[src/rtl/parity_pkg.sv]
// Shared types and helpers for the frame parity arbiter.
package parity_pkg;
  localparam int DATA_W_DEF = 16;
  localparam int CNT_W_DEF  = 8;
  localparam int RR_MAX     = 8;

  typedef enum logic [1:0] {IDLE, BUSY, RESULT} state_e;

  // First set bit of valid[n-1:0], searching upward from ptr with wrap.
  function automatic logic [2:0] rr_pick(input logic [RR_MAX-1:0] valid,
                                         input logic [2:0] ptr,
                                         input int n);
    logic [2:0]  pick;
    logic        found;
    logic [31:0] idx;
    pick  = '0;
    found = 1'b0;
    for (int i = 0; i < RR_MAX; i++) begin
      idx = 32'((int'(ptr) + i) % n);
      if (i < n && !found && valid[idx[2:0]]) begin
        pick  = idx[2:0];
        found = 1'b1;
      end
    end
    return pick;
  endfunction
endpackage

[src/rtl/parity_word_reduce.sv]
// Combinational XOR reduction of one word to a single parity bit.
module parity_word_reduce #(
  parameter int DATA_W = 16
) (
  input  logic [DATA_W-1:0] word_i,
  output logic              par_o
);
  assign par_o = ^word_i;
endmodule

[src/rtl/parity_frame_arbiter.sv]
// Round-robin frame arbiter sharing one word-parity reducer among NUM_REQ producers.
module parity_frame_arbiter
  import parity_pkg::*;
#(
  parameter int NUM_REQ = 4,
  parameter int DATA_W  = DATA_W_DEF,
  parameter int CNT_W   = CNT_W_DEF,
  localparam int IDW    = $clog2(NUM_REQ)
) (
  input  logic                      clk_i,
  input  logic                      rst_i,
  input  logic [NUM_REQ-1:0]        req_valid_i,
  input  logic [NUM_REQ*DATA_W-1:0] req_data_i,
  input  logic [NUM_REQ-1:0]        req_last_i,
  input  logic [NUM_REQ-1:0]        req_odd_i,
  output logic [NUM_REQ-1:0]        req_ready_o,
  output logic                      res_valid_o,
  input  logic                      res_ready_i,
  output logic                      res_parity_o,
  output logic [IDW-1:0]            res_id_o,
  output logic [CNT_W-1:0]          res_words_o
);
  state_e           state_q, state_d;
  logic [IDW-1:0]   owner_q, rr_ptr_q, grant, rr_next;
  logic             odd_q, acc_q;
  logic [CNT_W-1:0] cnt_q, cnt_inc;
  logic             res_valid_q, res_parity_q;
  logic [IDW-1:0]   res_id_q;
  logic [CNT_W-1:0] res_words_q;

  logic [DATA_W-1:0] own_word;
  logic              own_valid, own_last, grant_odd, word_par, accept;

  assign grant = IDW'(rr_pick(RR_MAX'(req_valid_i), 3'(rr_ptr_q), NUM_REQ));

  // Owner-side mux feeds the single shared reducer.
  always_comb begin
    own_word  = '0;
    own_valid = 1'b0;
    own_last  = 1'b0;
    grant_odd = 1'b0;
    for (int k = 0; k < NUM_REQ; k++) begin
      if (IDW'(k) == owner_q) begin
        own_word  = req_data_i[k*DATA_W +: DATA_W];
        own_valid = req_valid_i[k];
        own_last  = req_last_i[k];
      end
      if (IDW'(k) == grant) grant_odd = req_odd_i[k];
    end
  end

  parity_word_reduce #(.DATA_W(DATA_W)) u_reduce (
    .word_i (own_word),
    .par_o  (word_par)
  );

  assign accept  = (state_q == BUSY) && own_valid;
  assign cnt_inc = (cnt_q == '1) ? cnt_q : cnt_q + 1'b1;
  assign rr_next = (owner_q == IDW'(NUM_REQ-1)) ? '0 : owner_q + 1'b1;

  always_ff @(posedge clk_i) begin
    if (rst_i) state_q <= IDLE;
    else       state_q <= state_d;
  end

  always_comb begin
    state_d = state_q;
    case (state_q)
      IDLE:    if (|req_valid_i)         state_d = BUSY;
      BUSY:    if (accept && own_last)   state_d = RESULT;
      RESULT:  if (res_ready_i)          state_d = IDLE;
      default:                           state_d = IDLE;
    endcase
  end

  always_comb begin
    req_ready_o = '0;
    for (int k = 0; k < NUM_REQ; k++)
      if (state_q == BUSY && IDW'(k) == owner_q) req_ready_o[k] = 1'b1;
  end

  always_ff @(posedge clk_i) begin
    if (rst_i) begin
      owner_q      <= '0;
      rr_ptr_q     <= '0;
      odd_q        <= 1'b0;
      acc_q        <= 1'b0;
      cnt_q        <= '0;
      res_valid_q  <= 1'b0;
      res_parity_q <= 1'b0;
      res_id_q     <= '0;
      res_words_q  <= '0;
    end else begin
      case (state_q)
        IDLE: if (|req_valid_i) begin
          owner_q <= grant;
          odd_q   <= grant_odd;
          acc_q   <= 1'b0;
          cnt_q   <= '0;
        end
        BUSY: if (accept) begin
          acc_q <= acc_q ^ word_par;
          cnt_q <= cnt_inc;
          if (own_last) begin
            res_parity_q <= acc_q ^ word_par ^ odd_q;
            res_words_q  <= cnt_inc;
            res_id_q     <= owner_q;
            res_valid_q  <= 1'b1;
            rr_ptr_q     <= rr_next;
          end
        end
        RESULT: if (res_valid_q && res_ready_i) res_valid_q <= 1'b0;
        default: ;
      endcase
    end
  end

  assign res_valid_o  = res_valid_q;
  assign res_parity_o = res_parity_q;
  assign res_id_o     = res_id_q;
  assign res_words_o  = res_words_q;
endmodule

[config.mk]
export PLATFORM = sky130hd
export DESIGN_NAME = parity_frame_arbiter
export DESIGN_NICKNAME = d
export VERILOG_FILES = /design/src/rtl/parity_pkg.sv /design/src/rtl/parity_word_reduce.sv /design/src/rtl/parity_frame_arbiter.sv
export SDC_FILE = /design/constraint.sdc
export NUM_CORES = 1
export LEC_CHECK = 0
export BUFFER_PORTS_ARGS = -buffer_cell sky130_fd_sc_hd__buf_2
export CORE_UTILIZATION = 45
export CTS_CLUSTER_SIZE = 25
export DETAILED_ROUTE_END_ITERATION = 12
export GPL_ROUTABILITY_DRIVEN = 0
export PLACE_DENSITY_LB_ADDON = 0.05
export SYNTH_ARGS = -nofsm -noshare
export SYNTH_HDL_FRONTEND = slang
export SYNTH_SLANG_ARGS = --single-unit
[constraint.sdc]
create_clock -name clk_i -period 5.3 [get_ports clk_i]
set_clock_uncertainty 0.2 [all_clocks]
set_input_delay 1.06 -clock clk_i [delete_from_list [all_inputs] [get_ports clk_i]]
set_output_delay 1.06 -clock clk_i [all_outputs]
set_load 0.02 [all_outputs]
* After elaboration in Yosys (flattened, before gate mapping) *
Index checks and enable logic that the tools add are counted.

storage, ports and cells
  flip-flop bits (word level) = 28
  latch bits = 0
  memory bits (writable) = 0
  bits in read-only memories = 0
  bits of input ports = 79
  logic and storage cells = 119
  memories kept = 0

operators by class
  $add $sub $neg = 5
  multiply operators = 0
  divide/modulo/power cells = 0
  order comparisons = 4
  eq/ne operators = 16
  shift operators = 0
  mux-type cells = 51
  bitwise operators = 5
  reductions and logical operators = 28

operators with widths
  kind                                                                           number
  16-bit two-way mux                                                             4
  1-bit two-way mux                                                              28
  8-bit two-way mux                                                              3
  2-bit two-way mux                                                              8
  8-bit case mux with 2 select lines                                             1
  16-bit XOR reduction                                                           1
  3-bit by 4-bit less-than comparator with 1-bit output (second input constant)  3
  2-bit != test (second input constant)                                          6
  1-bit logical AND                                                              10
  1-bit binary-select mux with 3-bit select                                      3
  3-bit AND reduction                                                            3
  8-bit by 1-bit adder with 8-bit output (second input constant)                 1
  2-bit equality test (first input constant)                                     4
  8-bit equality test (second input constant)                                    1
  2-bit logical NOT                                                              3
  2-bit case mux with 3 select lines                                             1
  2-bit OR reduction                                                             3
  2-bit by 1-bit adder with 2-bit output (second input constant)                 2
  2-bit adder (second input constant)                                            2
  1-bit by 2-bit equality test with 1-bit output (first input constant)          2
  2-bit equality test (second input constant)                                    2
  2-bit by 4-bit less-than comparator with 1-bit output (second input constant)  1
  1-bit case mux with 2 select lines                                             2
  4-bit AND reduction                                                            1
  8 further kinds                                                                14

* Depth between registers and ports, before layout *
Gate-level depths: netlist of the first run.

  depth in word-level cells = 18
  depth in mapped cells = 11

* By module *
A second synthesis of the first run with hierarchy kept.

unflattened totals
  cells, all modules = 292
  area, all modules = 2,170.8 um^2

modules (own cells, without submodules)
  module                times used  cells each  area an instance (um^2)  sequential area each (um^2)
  parity_frame_arbiter  1           277         2,039.5                  560.5
  parity_word_reduce    1           15          131.4                    0.0

* Least setup slack after synthesis of the first run *
No wires, ideal clock.

  path kind = input to register
  from = input port req_data_i[0]
  to = register res_parity_q (netlist: res_parity_o)
  setup time = 0.079 ns
  data arrival time = 2.478 ns
  path slack = 2.542 ns
  stages on the path = 7
  buffers on the path = 0
  cell sequence = xor2_1 > a221oi_1 > a211oi_1 > a21oi_1 > xnor3_1 > xnor3_1 > a211oi_2

on the way
  longest elaborated chain between the ends = 7

ends and longest elaborated chain
  element                           RTL line                     text
  start, declared                   parity_frame_arbiter.sv:13   input logic [NUM_REQ*DATA_W-1:0] req_data_i,
  16-bit two-way mux (4 in series)  parity_frame_arbiter.sv:43   if (IDW'(k) == owner_q) begin
  16-bit XOR reduction              parity_word_reduce.sv:8      assign par_o = ^word_i;
  1-bit XOR (2 in series)           parity_frame_arbiter.sv:105  res_parity_q <= acc_q ^ word_par ^ odd_q;
  end signal, assigned              parity_frame_arbiter.sv:105
  end, declared                     parity_frame_arbiter.sv:27   logic res_valid_q, res_parity_q;

No other way between the ends.
A chain may end at the register's enable or synchronous reset.

* Worst setup path after layout of the first run *
  from = register owner_q[0]
  to = register res_parity_q (netlist: res_parity_o)

on the way
  longest elaborated chain between the ends = 8
  elaborated cells on any way between the ends = 21
  classes of those cells = 3 x eq/ne; 12 x mux; 2 x bitwise; 4 x reduce/logical

ends and longest elaborated chain
  element                           RTL line                     text
  start, declared                   parity_frame_arbiter.sv:24   logic [IDW-1:0] owner_q, rr_ptr_q, grant, rr_next;
  start signal, assigned            parity_frame_arbiter.sv:96   owner_q <= grant;
  2-bit logical NOT                 parity_frame_arbiter.sv:43
  16-bit two-way mux (4 in series)  parity_frame_arbiter.sv:43
  16-bit XOR reduction              parity_word_reduce.sv:8
  1-bit XOR (2 in series)           parity_frame_arbiter.sv:105

Parallel ways exist; a longest one is shown, timed or not.

==> flow_metrics.tcl, run 1 <==
set metrics [dict create \
    io_pins 95 \
    drc 0 \
    worst_pin_slew_ps 683 \
    status "finished clean" \
    async_reset_ff_share_pct 0 \
    die_h_um 69.8 \
    clock-sinks 28 \
    via_per_inst 5.16 \
    rsz0062_at_grt "no" \
    grt_overflow 0 \
    drive_gt1_share_pct 31.1 \
    numPortBuffers 94 \
    placementRows 24 \
    grt_pass1_vias 1868 \
    syn-cell-area_um2 2070 \
    grt_first_pass_wirelength_mm 8.09 \
    antenna_cells 0 \
    fillers 440 \
    synth_nets 332 \
    maxSlewViolCount 0 \
    synth_most_common_cell "nor2_1" \
    drt-wirelength-per-cell_um 12.3 \
    hpwl_mm 3.72 \
    drtAntennaViolNets 0 \
    drt_iter0_drc 75 \
    finalCriticalPeriod_ps 2940 \
    htreeDepth 1 \
    post_cts_resized 0 \
    fin_nets 423 \
    core_area_um2 4380 \
    hold_viol 0 \
    grt_max_degree 30 \
    leakage_uw 0.00123 \
    synthCells 248 \
    max_cap_violations 0 \
    antenna_found_initial 0 \
    ir_drop_mv 0.136 \
    start_kind "flip-flop" \
    cp_data_arrival_time_ps 2940 \
    synth-seq-cells 28 \
    totalWireLength_mm 4.78 \
    syn_area_per_cell_um2 8.33 \
    max_freq_mhz 340 \
    cts_buffers 3 \
    cellPowerDensity_nw_per_um2 242 \
    synth_top_family_by_area "XOR/XNOR gates" \
    setup_viol 0 \
    vias 2013 \
    slew_headroom_pct 54.1 \
    cts_setup_buffers 0 \
    synthTopCellsByCount "nor2_1, dfxtp_1, xor2_1" \
    synth_compound_area_share_pct 17.4 \
    hold_buffers 0 \
    worstSkewPairLatency_ps 270 \
    yosys.area.top_type "dfxtp_1" \
    synth-edff-count 0 \
    die-area_um2 4870 \
    yosys-top-cells-area "dfxtp_1, xor2_1, xnor2_1, nor2_1, mux2i_1" \
    crit_required_ps 5300 \
    post-synth-top-area-fraction_pct 27.1 \
    fp.dieW_um 69.8 \
    synthAdderAreaFrac_pct 3.03 \
    area_delta_synth_final_pct 26.6 \
    synthMuxAreaShare_pct 6.30 \
    cts_root_buffer "clkbuf_8" \
    utilization_pct 59.6 \
    seq_area_frac_synth_pct 27.1 \
    synth_flop_cell "dfxtp_1" \
    path_clk_slew_ps 90 \
    yosys_warnings 0 \
    start_util_pct 47.1 \
    end_kind "flip-flop" \
    synth_xor_area_share_pct 22.9 \
    yosysUniqueCellTypes 45 \
    period_share_pct 55.5 \
    cts_tree "done" \
    crit_type "flip-flop to flip-flop" \
    path_max_fanout 13 \
    worstHoldPathType "flip-flop to flip-flop" \
    grt_usage_pct 20.1 \
    firstDrtPassIters 4 \
    cts_max_path_buffers 2 \
    setup_tns_ps 0 \
    yosys.area_share.simple_pct 19.6 \
]
[cells in the final DEF (no fill, tap or decap), types with 4 or more instances in the layout]
master	count
buf_2	94
nor2_1	36
xor2_1	28
dfxtp_1	28
xnor2_1	19
a21oi_1	17
mux2i_1	13
nand2_1	12
inv_1	9
o22ai_1	8
a211oi_1	6
and2_1	5
nand3b_1	5
ha_1	5
nand2b_1	4
a31oi_1	4
clkbuf_8	4
[critical path, cell delays in order, from the launching register on]
cell      delay (ps)
dfxtp_1          470
ha_1             570
nor2b_4          150
a221oi_1         290
a211oi_1          80
a21oi_1          220
xnor3_1          480
xnor3_1          200
a211oi_2         200
[through the flow]
| step | instance area, um^2 | hold slack, ps | total power [uW] | worst slack, ps | instances |
|---|---|---|---|---|---|
| after floorplan | 2070 | 262 | 443 | 2540 | 248 |
| after global placement | 2560 | 245 | 507 | 2270 | 386 |
| after detailed placement | 2560 | 249 | 510 | 2240 | 386 |
| after CTS | 2620 | 264 | 644 | 2350 | 390 |
| after global routing | 2620 | 289 | 680 | 2150 | 390 |
| final | 2620 | 259 | 633 | 2360 | 390 |
[where the power goes]
part	switching (uW)	internal, uW
Sequential	10.6	223
Combinational	131	137
Clock	65.0	66.5
[sequential cells by signal, indices dropped and copies added (netlist names)]
register,cells
odd_q,1
res_valid_o,1
res_words_o,8
rr_ptr_q,2
state_q,2
res_id_o,2
owner_q,2
acc_q,1
res_parity_o,1
cnt_q,8
[logic make-up after synthesis]
| logic type | after synthesis |
|---|---|
| simple gates | 81 |
| fa+ha+maj | 5 |
| xor+xnor | 50 |
| buf+inv | 17 |
| compound gates | 54 |
| mux | 13 |
| flops | 28 |
[area by class of cell]
class,instances,area [um^2],area share [%]
clock buffer,4,55.1,2.11
inverter,9,33.8,1.29
multi-input combinational,203,1430,54.7
sequential,28,561,21.4
tap,52,65.1,2.49
timing repair buffer,94,470,18.0
[metal layers]
layer / wire (um) / up-vias / global-route usage (%) / share of wire [%]
li1: - / 1045 / - / -
met1: 2090 / 912 / 24.3 / 44
met2: 2400 / 52 / 37.1 / 50
met3: 262 / 4 / 4.51 / 5.5
met4: 29 / 0 / 2.89 / 0.61
met5: 0 / - / 0 / 0
[worst paths after layout]
kind / from / cells past startpoint / slack, ps / endpoint
worst min register to register: res_words_o[6] / 2 / 260 / res_words_o[6]
worst min-delay path: res_words_o[6] / 2 / 260 / res_words_o[6]
worst max-delay path: owner_q[0] / 8 / 2360 / res_parity_o
worst max register to register: owner_q[0] / 8 / 2360 / res_parity_o
(Power assumes the default switching activity.)
==> run 2, diff against run 1 <==
--- a/config.mk
+++ b/config.mk
@@ -5,6 +5,7 @@
 export SDC_FILE = /design/constraint.sdc
 export NUM_CORES = 1
 export LEC_CHECK = 0
+export ABC_AREA = 1
 export BUFFER_PORTS_ARGS = -buffer_cell sky130_fd_sc_hd__buf_2
 export CORE_UTILIZATION = 45
 export CTS_CLUSTER_SIZE = 25
==> constraint.sdc (replaced) <==
create_clock -name clk_i -period 2.5 [get_ports clk_i]
set_clock_uncertainty 0.2 [all_clocks]
set_input_delay 0.5 -clock clk_i [delete_from_list [all_inputs] [get_ports clk_i]]
set_output_delay 0.5 -clock clk_i [all_outputs]
set_load 0.02 [all_outputs]
==> run 2 against run 1 <==
Compared with the run above: first-iteration DRC count fell by 12%; synthesized cell count is 77% higher; non-clock buffer count rose by 8; clock-buffer cell count stayed put; flip-flop and latch count is the same; setup slack got worse by 2100 ps; via count rose by 42%; worst hold slack gained 6.0 ps; register-to-register slack lost 2100 ps; global-route usage grew 1.1 points; critical endpoint unchanged; largest power group unchanged; highest routed layer unchanged.
==> flow_metrics.tcl, run 2 <==
set metrics [dict create \
    vias 2858 \
    post-synth-top-area-fraction_pct 23.9 \
    synth_flop_cell "dfxtp_1" \
    antenna_found_initial 0 \
    setup_tns_ps 0 \
    yosysUniqueCellTypes 37 \
    syn_area_per_cell_um2 5.65 \
    cp_cell_sequence "inv_1 -> ha_1 -> inv_2 -> nor2_8 -> buf_4 -> inv_2 -> a21oi_1 -> o21ai_0 -> nand3_1 -> a21oi_1 -> inv_1 -> nand2_1 -> nand2_1 -> nand2_1 -> nand2_1 -> nand2_1 -> nand3_1 -> nand2_1 -> inv_1" \
    path_max_fanout 8 \
    ir_drop_mv 0.418 \
    hold_viol 0 \
    reg2reg_to "res_parity_o" \
    comb_power_share_pct 54.6 \
    drc 0 \
    cellPowerDensity_nw_per_um2 562 \
    final_cell_area_um2 3140 \
    hold_buffers 0 \
    leakage_uw 0.00178 \
    period_share_pct 90.6 \
    hpwl_mm 4.97 \
    synthTopCellsByCount "nand2_1, inv_1, a21oi_1" \
    finalCriticalPeriod_ps 2270 \
    synth-edff-count 0 \
    synth-seq-cells 28 \
    area_delta_synth_final_pct 26.6 \
    totalWireLength_mm 6.08 \
    grt_max_degree 17 \
    drt-wirelength-per-cell_um 10.0 \
    sw_frac_of_total_pct 42.9 \
    syn-cell-area_um2 2480 \
    pwr-share-clk_pct 15.7 \
    drive_gt1_share_pct 25.7 \
    worst_pin_slew_ps 693 \
    r2r_cells 19 \
    start_kind "flip-flop" \
    placementRows 26 \
    firstDrtPassIters 4 \
    power_switching_uw 757 \
    worstHoldPathType "flip-flop to flip-flop" \
    path_depth 19 \
    dpl_cell_area_um2 3040 \
    r2r_slack_ps 230 \
    drtAntennaViolNets 0 \
    via_per_inst 4.71 \
    seq_area_frac_synth_pct 22.6 \
    setup_viol 0 \
    crit_required_ps 2480 \
    cp_data_arrival_time_ps 2240 \
    async_reset_ff_share_pct 0 \
    die_h_um 76.2 \
    cts_max_path_buffers 2 \
    setup.worst_path.start "owner_q[0]" \
    grt_usage_pct 21.3 \
    htreeDepth 1 \
    start_util_pct 47.6 \
    numPortBuffers 94 \
    max_freq_mhz 441 \
    grt_overflow 0 \
    slowest_delay_ps 400 \
    cts_root_buffer "clkbuf_8" \
    fillers 566 \
    yosys.area.top_type "nand2_1" \
    p_seq_share_pct 29.8 \
    die-area_um2 5810 \
    yosys_warnings 0 \
    cp-endpoint "res_parity_o" \
    final_cell_mix "nand2_1, buf_2, inv_1, a21oi_1, nand3_1" \
    cp_common_cell "nand2_1" \
    max_cap_violations 0 \
    slew_headroom_pct 53.4 \
    grt_pass1_vias 2540 \
    cts_buffers 3 \
    maxSlewViolCount 0 \
    worstSkewPairLatency_ps 270 \
    grt_first_pass_wirelength_mm 10.6 \
    path_clk_slew_ps 90 \
    antenna_cells 0 \
    yosys-top-cells-area "nand2_1, dfxtp_1, inv_1, a21oi_1, nand3_1" \
    critical-path-top-delay-family "simple AND/OR/NAND/NOR gates" \
    drt_iter0_drc 66 \
    multi_input_area_um2 1590 \
    synth_nets 523 \
    cts_tree "done" \
    synth_most_common_cell "nand2_1" \
    r2r_start "owner_q[0]" \
    io_pins 95 \
    final_common_cell "nand2_1" \
    fp.dieW_um 76.2 \
    critPathSlowestCell "dfxtp_4" \
    status "finished clean" \
    p_int_uw 1010 \
    crit_type "flip-flop to flip-flop" \
    clock-sinks 28 \
    end_kind "flip-flop" \
    path_buf_inv 6 \
    synthCells 439 \
    fin_nets 622 \
    core_area_um2 5200 \
    seqCellArea_um2 566 \
]
## run 2: changes by cell type in the layout (fill, tap and decap cells not counted), moves of 12 or more
cell,delta
mux2i_1,-13
xnor2_1,-12
a21oi_1,+23
xor2_1,-21
nor2_1,-19
nand3_1,+30
inv_1,+65
nand2_1,+142
## run 2: area by class of cell
class,count,area share (%)
multi-input combinational,320,50.6
sequential,28,18.0
timing repair buffer,102,16.9
inverter,83,9.93
tap,70,2.79
clock buffer,4,1.76
## run 2: kinds of logic after synthesis
logic type / count (synthesis) / synth area share, %
AO/OA/AOI/OAI: 72 / 16.0
XOR/XNOR: 14 / 4.95
adder cells (fa/ha/maj): 5 / 2.52
buffers and inverters: 91 / 14.6
flip-flops: 28 / 22.6
multiplexers: 1 / 0.454
AND/OR/NAND/NOR: 228 / 38.9
## run 2: worst reg2reg max path, delay by kind of cell, from the launching register on
family	cells	cell delay, ps
AOI/OAI and AO/OA	3	300
adders and majority gates	1	200
buffers and inverters	6	430
DFF	1	400
and+or+nand+nor	9	630
## run 2: worst min-delay path by stage
stage	from	end	slack (ps)	cells after the start
4_1_cts	res_id_o[0]	res_id_o[0]	270	2
3_3_place_gp	res_id_o[0]	res_id_o[0]	250	2
6_report	res_id_o[0]	res_id_o[0]	270	2
2_1_floorplan	acc_q	acc_q	260	2
5_1_grt	res_words_o[1]	res_words_o[1]	290	2
3_5_place_dp	res_id_o[0]	res_id_o[0]	250	2
## run 2: metrics by stage
step | util, % | cells | hold slack, ps | total power [uW] | setup slack, ps
after floorplan | - | 439 | 257 | 1200 | 401
after global placement | 58.4 | 602 | 248 | 1420 | 190
after detailed placement | 58.4 | 602 | 250 | 1450 | 62.0
after CTS | 59.4 | 606 | 266 | 1730 | 49.6
after global routing | 60.3 | 607 | 287 | 1950 | -30.1
final | 60.3 | 607 | 265 | 1760 | 235
## run 2: routing by layer
metal	vias up	part of all wire, %	GRT usage [%]
met5	-	0	0
met2	74	47	38.3
li1	1556	-	-
met4	0	0.71	4.81
met3	4	4.7	2.40
met1	1224	47	27.0
## run 2: timing repair
action,4_1_cts,5_1_grt
setup endpoints to repair,0,11
resized for setup,0,14
setup buffers,0,1
## run 2: power by group through the flow
stage,logic (uW),registers (uW),clock network (uW)
2_1_floorplan,656,543,0
3_3_place_gp,893,528,0
3_5_place_dp,919,530,0
4_1_cts,924,520,290
5_1_grt,1110,532,304
6_report,962,525,276
